--- config.mk ---
export PLATFORM = sky130hd
export DESIGN_NAME = data_mem_responder
export DESIGN_NICKNAME = d
export VERILOG_FILES = /design/src/rtl/data_mem_responder.sv
export SDC_FILE = /design/constraint.sdc
export NUM_CORES = 2
export LEC_CHECK = 0
export BUFFER_PORTS_ARGS = -buffer_cell sky130_fd_sc_hd__clkbuf_2
export CORE_ASPECT_RATIO = 1.75
export CORE_MARGIN = 3
export CORE_UTILIZATION = 55
export CTS_CLUSTER_SIZE = 24
export DETAILED_ROUTE_END_ITERATION = 6
export PLACE_DENSITY = 0.82
export SYNTH_ARGS = -nofsm -noshare
export SYNTH_HDL_FRONTEND = slang
export SYNTH_SLANG_ARGS = --single-unit
--- constraint.sdc ---
create_clock -name clk -period 5.81 [get_ports clk]
set_input_delay 0.581 -clock clk [delete_from_list [all_inputs] [get_ports clk]]
set_output_delay 0.581 -clock clk [all_outputs]
set_load 0.02 [all_outputs]
--- src/rtl/data_mem_responder.sv ---
// rtl/data_mem_responder.sv - word-addressed load/store memory target with programmable wait states
module data_mem_responder #(
    parameter int DATA_W  = 32,
    parameter int ADDR_W  = 16,
    parameter int DEPTH   = 64,
    parameter int LATENCY = 2
) (
    input  logic              clk,
    input  logic              rst,
    input  logic              req,
    input  logic              we,
    input  logic [ADDR_W-1:0] addr,
    input  logic [DATA_W-1:0] wdata,
    output logic              busy,
    output logic              ack,
    output logic [DATA_W-1:0] rdata,
    output logic              err,
    output logic [15:0]       st_count
);

    localparam int IDX_W = (DEPTH > 1) ? $clog2(DEPTH) : 1;
    localparam logic [ADDR_W-1:0] DEPTH_A = ADDR_W'(DEPTH);
    localparam logic [3:0] LAT_M1 = 4'(LATENCY - 1);

    typedef enum logic [1:0] {IDLE, WAIT, RESP} state_t;

    state_t              state_q, state_d;
    logic [3:0]          cnt_q, cnt_d;
    logic                we_q, we_d;
    logic [ADDR_W-1:0]   addr_q, addr_d;
    logic [DATA_W-1:0]   wdata_q, wdata_d;
    logic                ack_q, ack_d;
    logic                err_q, err_d;
    logic [DATA_W-1:0]   rdata_q, rdata_d;
    logic [15:0]         st_q, st_d;
    logic [DATA_W-1:0]   mem_q [DEPTH];

    logic                acc_fire, acc_we, acc_oor, mem_we;
    logic [ADDR_W-1:0]   acc_addr;
    logic [DATA_W-1:0]   acc_wdata;
    logic [IDX_W-1:0]    acc_idx;

    always_ff @(posedge clk or negedge rst) begin
        if (!rst) begin
            state_q <= IDLE;
            cnt_q   <= '0;
        end else begin
            state_q <= state_d;
            cnt_q   <= cnt_d;
        end
    end

    always_comb begin
        state_d = state_q;
        cnt_d   = cnt_q;
        case (state_q)
            IDLE: if (req) begin
                if (LATENCY == 0) begin
                    state_d = RESP;
                end else begin
                    state_d = WAIT;
                    cnt_d   = LAT_M1;
                end
            end
            WAIT: if (cnt_q == 4'd0) state_d = RESP;
                  else               cnt_d   = cnt_q - 4'd1;
            RESP: state_d = IDLE;
            default: state_d = IDLE;
        endcase
    end

    // The access happens on the edge entering RESP so ack/rdata are registered;
    // with zero latency that edge is the accepting edge, so the live fields are used.
    always_comb begin
        acc_fire  = (state_q == IDLE && req && LATENCY == 0) ||
                    (state_q == WAIT && cnt_q == 4'd0);
        acc_we    = (state_q == IDLE) ? we    : we_q;
        acc_addr  = (state_q == IDLE) ? addr  : addr_q;
        acc_wdata = (state_q == IDLE) ? wdata : wdata_q;
        acc_oor   = acc_addr >= DEPTH_A;
        acc_idx   = acc_addr[IDX_W-1:0];
        mem_we    = acc_fire && acc_we && !acc_oor;

        we_d    = (state_q == IDLE && req) ? we    : we_q;
        addr_d  = (state_q == IDLE && req) ? addr  : addr_q;
        wdata_d = (state_q == IDLE && req) ? wdata : wdata_q;
        ack_d   = acc_fire;
        err_d   = acc_fire ? acc_oor : err_q;

        rdata_d = rdata_q;
        if (acc_fire) begin
            if (acc_oor)      rdata_d = '0;
            else if (!acc_we) rdata_d = mem_q[acc_idx];
        end

        st_d = st_q;
        if (mem_we && st_q != 16'hFFFF) st_d = st_q + 16'd1;
    end

    always_ff @(posedge clk or negedge rst) begin
        if (!rst) begin
            we_q    <= 1'b0;
            addr_q  <= '0;
            wdata_q <= '0;
            ack_q   <= 1'b0;
            err_q   <= 1'b0;
            rdata_q <= '0;
            st_q    <= '0;
            for (int i = 0; i < DEPTH; i++) mem_q[i] <= '0;
        end else begin
            we_q    <= we_d;
            addr_q  <= addr_d;
            wdata_q <= wdata_d;
            ack_q   <= ack_d;
            err_q   <= err_d;
            rdata_q <= rdata_d;
            st_q    <= st_d;
            if (mem_we) mem_q[acc_idx] <= acc_wdata;
        end
    end

    always_comb begin
        busy     = (state_q != IDLE);
        ack      = ack_q;
        err      = err_q;
        rdata    = rdata_q;
        st_count = st_q;
    end

endmodule

==> run_results.csv <==
group,metric,value,unit
status,run_status,"complete, but fails checks",
status,violations_in_the_final_reports,"DRC, hold timing, capacitance limit",
floorplanning,die-width,312,um
finish,fraction_of_layout_instances_using_a_drive_strength_above_1,0.0897,
clock_tree,post-cts-setup-buffer-count,0,
yosys,synth_xor_xnor_area_share,0.00155,
worst_setup_path,worstPathMaxFanout,64,
clock_tree,max_clock_buf_depth,4,
yosys,synth_cell_type_count,72,
route,drc_errors,21,
sta,fmax,202,MHz
yosys,synthesis.nets,9793,
min_path,hold_path.class,"input port to flip-flop",
finish,num-fill-cells,12637,
route,detail_route.first_pass.iterations,7,
power_and_ir_drop,power.static_leakage,44.4,nW
yosys,synthMuxAreaShare,0.0141,
grt,grt_start_max_net_pins,201,
floorplanning,floorplan.core_area,0.163,sq mm
power_and_ir_drop,power_report.internal_total,26.8,mW
sta,hold_violations,6,
finish,nNetsFinal,9469,
floorplanning,die_height,542,um
finish,final_core_utilization,0.614,
yosys,synthCells,9738,
clock_tree,cts-root-buf,"sky130_fd_sc_hd__clkbuf_16",
yosys,synth-main-ff-cell,"sky130_fd_sc_hd__dfrtp_1",
clock_tree,worst_skew_pair.late_latency,0.90,ns
sta,grt_setup_unrepaired,"false",
sta,timing.hold.ws,-0.0110,ns
sta,worst_max_slew_margin_expressed_relative_to_the_limit,0.00410,
worst_setup_path,setup.worst_path.class,"flip-flop to flip-flop",
sta,worstMarginPinSlew,1.49,ns
clock_tree,cts_hold_buffers,19,
yosys,synth_enable_flop_cells,0,
floorplanning,dieArea,0.169,sq mm
power_and_ir_drop,seqPwrFrac,0.333,
floorplanning,num_rows,196,
placed_design,globalplace.congestion,0.936,
yosys,async_flop_share,1.00,
worst_setup_path,required,6.51,ns
power_and_ir_drop,power.combinational.fraction,0.386,
grt,vias_in_the_first_global_route,80532,
sta,final_slew_violations,0,
clock_tree,cts-htree-levels,4,
route,detail_route.iter0.violations,11250,
route,route.vias.total,80270,
clock_tree,clk_pin_slew_worst_paths,0.07,ns
sta,min_period,4.95,ns
power_and_ir_drop,post-layout-total-power,46.3,mW
sta,timing.final.crit_share,0.852,
grt,globalRouteOverflowTotal,0,
yosys,simple_gate_share_of_the_synthesized_area,0.148,
finish,area.sequential,0.0539,sq mm
grt,grt_antenna_before_repair,19,
yosys,synth.avg_cell_area,9.28,sq um
power_and_ir_drop,power.share.clock,0.281,
route,via_per_instance_ratio,6.83,
sta,finalSetupViolations,0,
floorplanning,ios,103,
power_and_ir_drop,net_switching_power,19.5,mW
clock_tree,cts_resized,0,
sta,worst_clock_skew,0.0579,ns
grt,global_route_wire_length_before_repair,504000,um
grt,total_track_usage,0.401,
yosys,synth_compound_gate_area_share,0.198,
power_and_ir_drop,netSwitchingFraction,0.421,
power_and_ir_drop,pwr_dens,462,mW/mm^2
worst_setup_path,cells_on_worst_reg2reg_path,8,
yosys,yosysSeqAreaShare,0.596,
yosys,postSynthRegisterBits,2153,
clock_tree,numCtsBuffers,188,
yosys,post_synth_fa_ha_maj_area_fraction,0.000416,
job,timing.max_cap.violations,1,
placed_design,placement.io_buffers,102,
clock_tree,clock_sinks,2153,
sta,setup_tns,0,ns
yosys,synth-warning-count,0,
power_and_ir_drop,vdd_drop_max,0.000572,V
finish,area.growth.synth_to_final,10.8,%
worst_setup_path,worstSetupEndpointType,"flip-flop",
placed_design,detailed_place_hpwl,197000,um
clock_tree,clock_tree_from_tritoncts,"yes",
finish,area_taken_by_multi_input_logic_gates,0.0339,sq mm
worst_setup_path,worst_setup_path_start_kind,"flip-flop",
yosys,post_synthesis_instance_area,0.0903,sq mm
min_path,min_path_cells,2,
route,totalWireLength,343000,um
route,detail-route-antenna-nets,0,
route,wire_per_inst,29.2,um
yosys,main_combinational_cell_family_by_area_after_synthesis,"compound AO/OA/AOI/OAI gates",
worst_setup_path,cp_data_arrival_time,5.66,ns
floorplanning,floorplan.initialDensity,0.554,
==> kinds of logic (layout without fill, tap and decap cells) <==
family,Yosys count,in the layout
simple gates,3312,3312
compound gates,3226,3226
flops,2153,2153
buf+inv,908,723
mux,120,120
xor+xnor,16,16
fa+ha+maj,3,3
other cells,0,17
==> cell usage after synthesis, drive strengths merged (8+ instances only) <==
| cell | count | area [sq um] |
|---|---|---|
| nand2 | 2645 | 9940 |
| dfrtp | 2153 | 53900 |
| o21ai | 2063 | 10300 |
| clkbuf | 663 | 2490 |
| o22ai | 594 | 3720 |
| nor2 | 247 | 935 |
| nand3 | 229 | 1240 |
| buf | 227 | 1200 |
| a21oi | 211 | 1060 |
| a31oi | 150 | 938 |
| nor4 | 71 | 459 |
| mux2i | 69 | 698 |
| mux2 | 51 | 574 |
| nor3 | 44 | 268 |
| a211oi | 35 | 268 |
| and3 | 34 | 213 |
| a32o | 31 | 310 |
| o22a | 26 | 228 |
| o31ai | 25 | 188 |
| o221ai | 20 | 175 |
| inv | 18 | 67.6 |
| a32oi | 17 | 149 |
| xnor2 | 13 | 114 |
| a22o | 8 | 70.1 |
| a31o | 8 | 70.1 |
| nand4 | 8 | 50.1 |
==> final cells by class <==
cell class	count	area share
timing repair buffer	376	0.0324
multi-input combinational	6677	0.339
tap	2178	0.0272
clock buffer	266	0.0552
sequential	2153	0.538
clock inverter	63	0.00730
antenna	17	0.000425
inverter	18	0.000675
==> final timing paths <==
path / from / endpoint / slack, ns
setup / recovery: state_q[0] / mem_q[1724] / 0.86
hold / removal: wdata[24] / wdata_q[24] / -0.01
setup reg to reg: state_q[0] / mem_q[1724] / 0.86
hold reg to reg: mem_q[608] / mem_q[608] / 0.48
max in group asynchronous: rst / mem_q[1008] / 3.73
min in group asynchronous: rst / mem_q[75] / 0.38
==> sequential cells by signal, indices dropped and copies added (netlist names) <==
signal and cells:
cnt_q 4, rdata 32, mem_q 2048, err 1, addr_q 16, st_count 16
wdata_q 32, we_q 1, state_q 2, ack 1
==> metrics by stage <==
step	setup WS, ns	cell area [sq um]	instances
final	0.858	100000	11748
after global routing	0.825	100000	11733
after CTS	1.14	100000	11728
after detailed placement	1.18	93600	11380
after global placement	1.18	93600	11380
after floorplan	3.21	90300	9738
==> power by group through the flow <==
stage                     sequential [mW]  combinational [mW]  clock [mW]
after detailed placement             15.7                16.5           0
after global placement               15.7                16.3           0
after floorplan                      15.6                9.23           0
after CTS                            15.4                16.6        12.9
after global routing                 15.4                18.0        13.5
final                                15.4                17.9        13.0
==> metal layers <==
layer / up-vias / global-route usage / routed length (um)
met2: 6654 / 0.599 / 147000
met1: 38292 / 0.448 / 106000
li1: 32973 / - / -
met5: - / 0.00259 / 72
met4: 12 / 0.360 / 38900
met3: 2339 / 0.147 / 50000
==> worst max-delay path: stages (launching register included) <==
cell                       delay (ns)
sky130_fd_sc_hd__dfrtp_1         0.77
sky130_fd_sc_hd__nor2_4          0.25
sky130_fd_sc_hd__inv_2           0.42
sky130_fd_sc_hd__nand4_1         0.25
sky130_fd_sc_hd__a211oi_4        0.97
sky130_fd_sc_hd__buf_4           0.39
sky130_fd_sc_hd__buf_4           0.22
sky130_fd_sc_hd__nand3_4         0.75
sky130_fd_sc_hd__o21ai_0         0.60
==> placed cells by master (no fill, tap or decap), types with 22 or more instances in the layout <==
cell | synthesis | final
sky130_fd_sc_hd__a211oi_1 | 34 | 34
sky130_fd_sc_hd__a21oi_1 | 210 | 210
sky130_fd_sc_hd__a31oi_1 | 150 | 150
sky130_fd_sc_hd__a32o_1 | 31 | 31
sky130_fd_sc_hd__and3_1 | 34 | 34
sky130_fd_sc_hd__buf_12 | 0 | 49
sky130_fd_sc_hd__buf_4 | 21 | 204
sky130_fd_sc_hd__clkbuf_1 | 663 | 29
sky130_fd_sc_hd__clkbuf_16 | 0 | 191
sky130_fd_sc_hd__clkbuf_2 | 0 | 101
sky130_fd_sc_hd__clkbuf_8 | 0 | 46
sky130_fd_sc_hd__clkinv_2 | 0 | 33
sky130_fd_sc_hd__dfrtp_1 | 2153 | 2153
sky130_fd_sc_hd__dlygate4sd3_1 | 0 | 22
sky130_fd_sc_hd__mux2_2 | 51 | 50
sky130_fd_sc_hd__mux2i_1 | 67 | 34
sky130_fd_sc_hd__mux2i_4 | 0 | 32
sky130_fd_sc_hd__nand2_1 | 2640 | 2638
sky130_fd_sc_hd__nand3_1 | 211 | 157
sky130_fd_sc_hd__nand3_4 | 0 | 52
sky130_fd_sc_hd__nor2_1 | 246 | 246
sky130_fd_sc_hd__nor3_1 | 37 | 35
sky130_fd_sc_hd__nor4_1 | 70 | 69
sky130_fd_sc_hd__o21ai_0 | 2036 | 2036
sky130_fd_sc_hd__o21ai_1 | 27 | 27
sky130_fd_sc_hd__o22a_1 | 26 | 26
sky130_fd_sc_hd__o22ai_1 | 594 | 594
sky130_fd_sc_hd__o31ai_1 | 25 | 25
No activity file was read; power rests on OpenSTA's default activity.
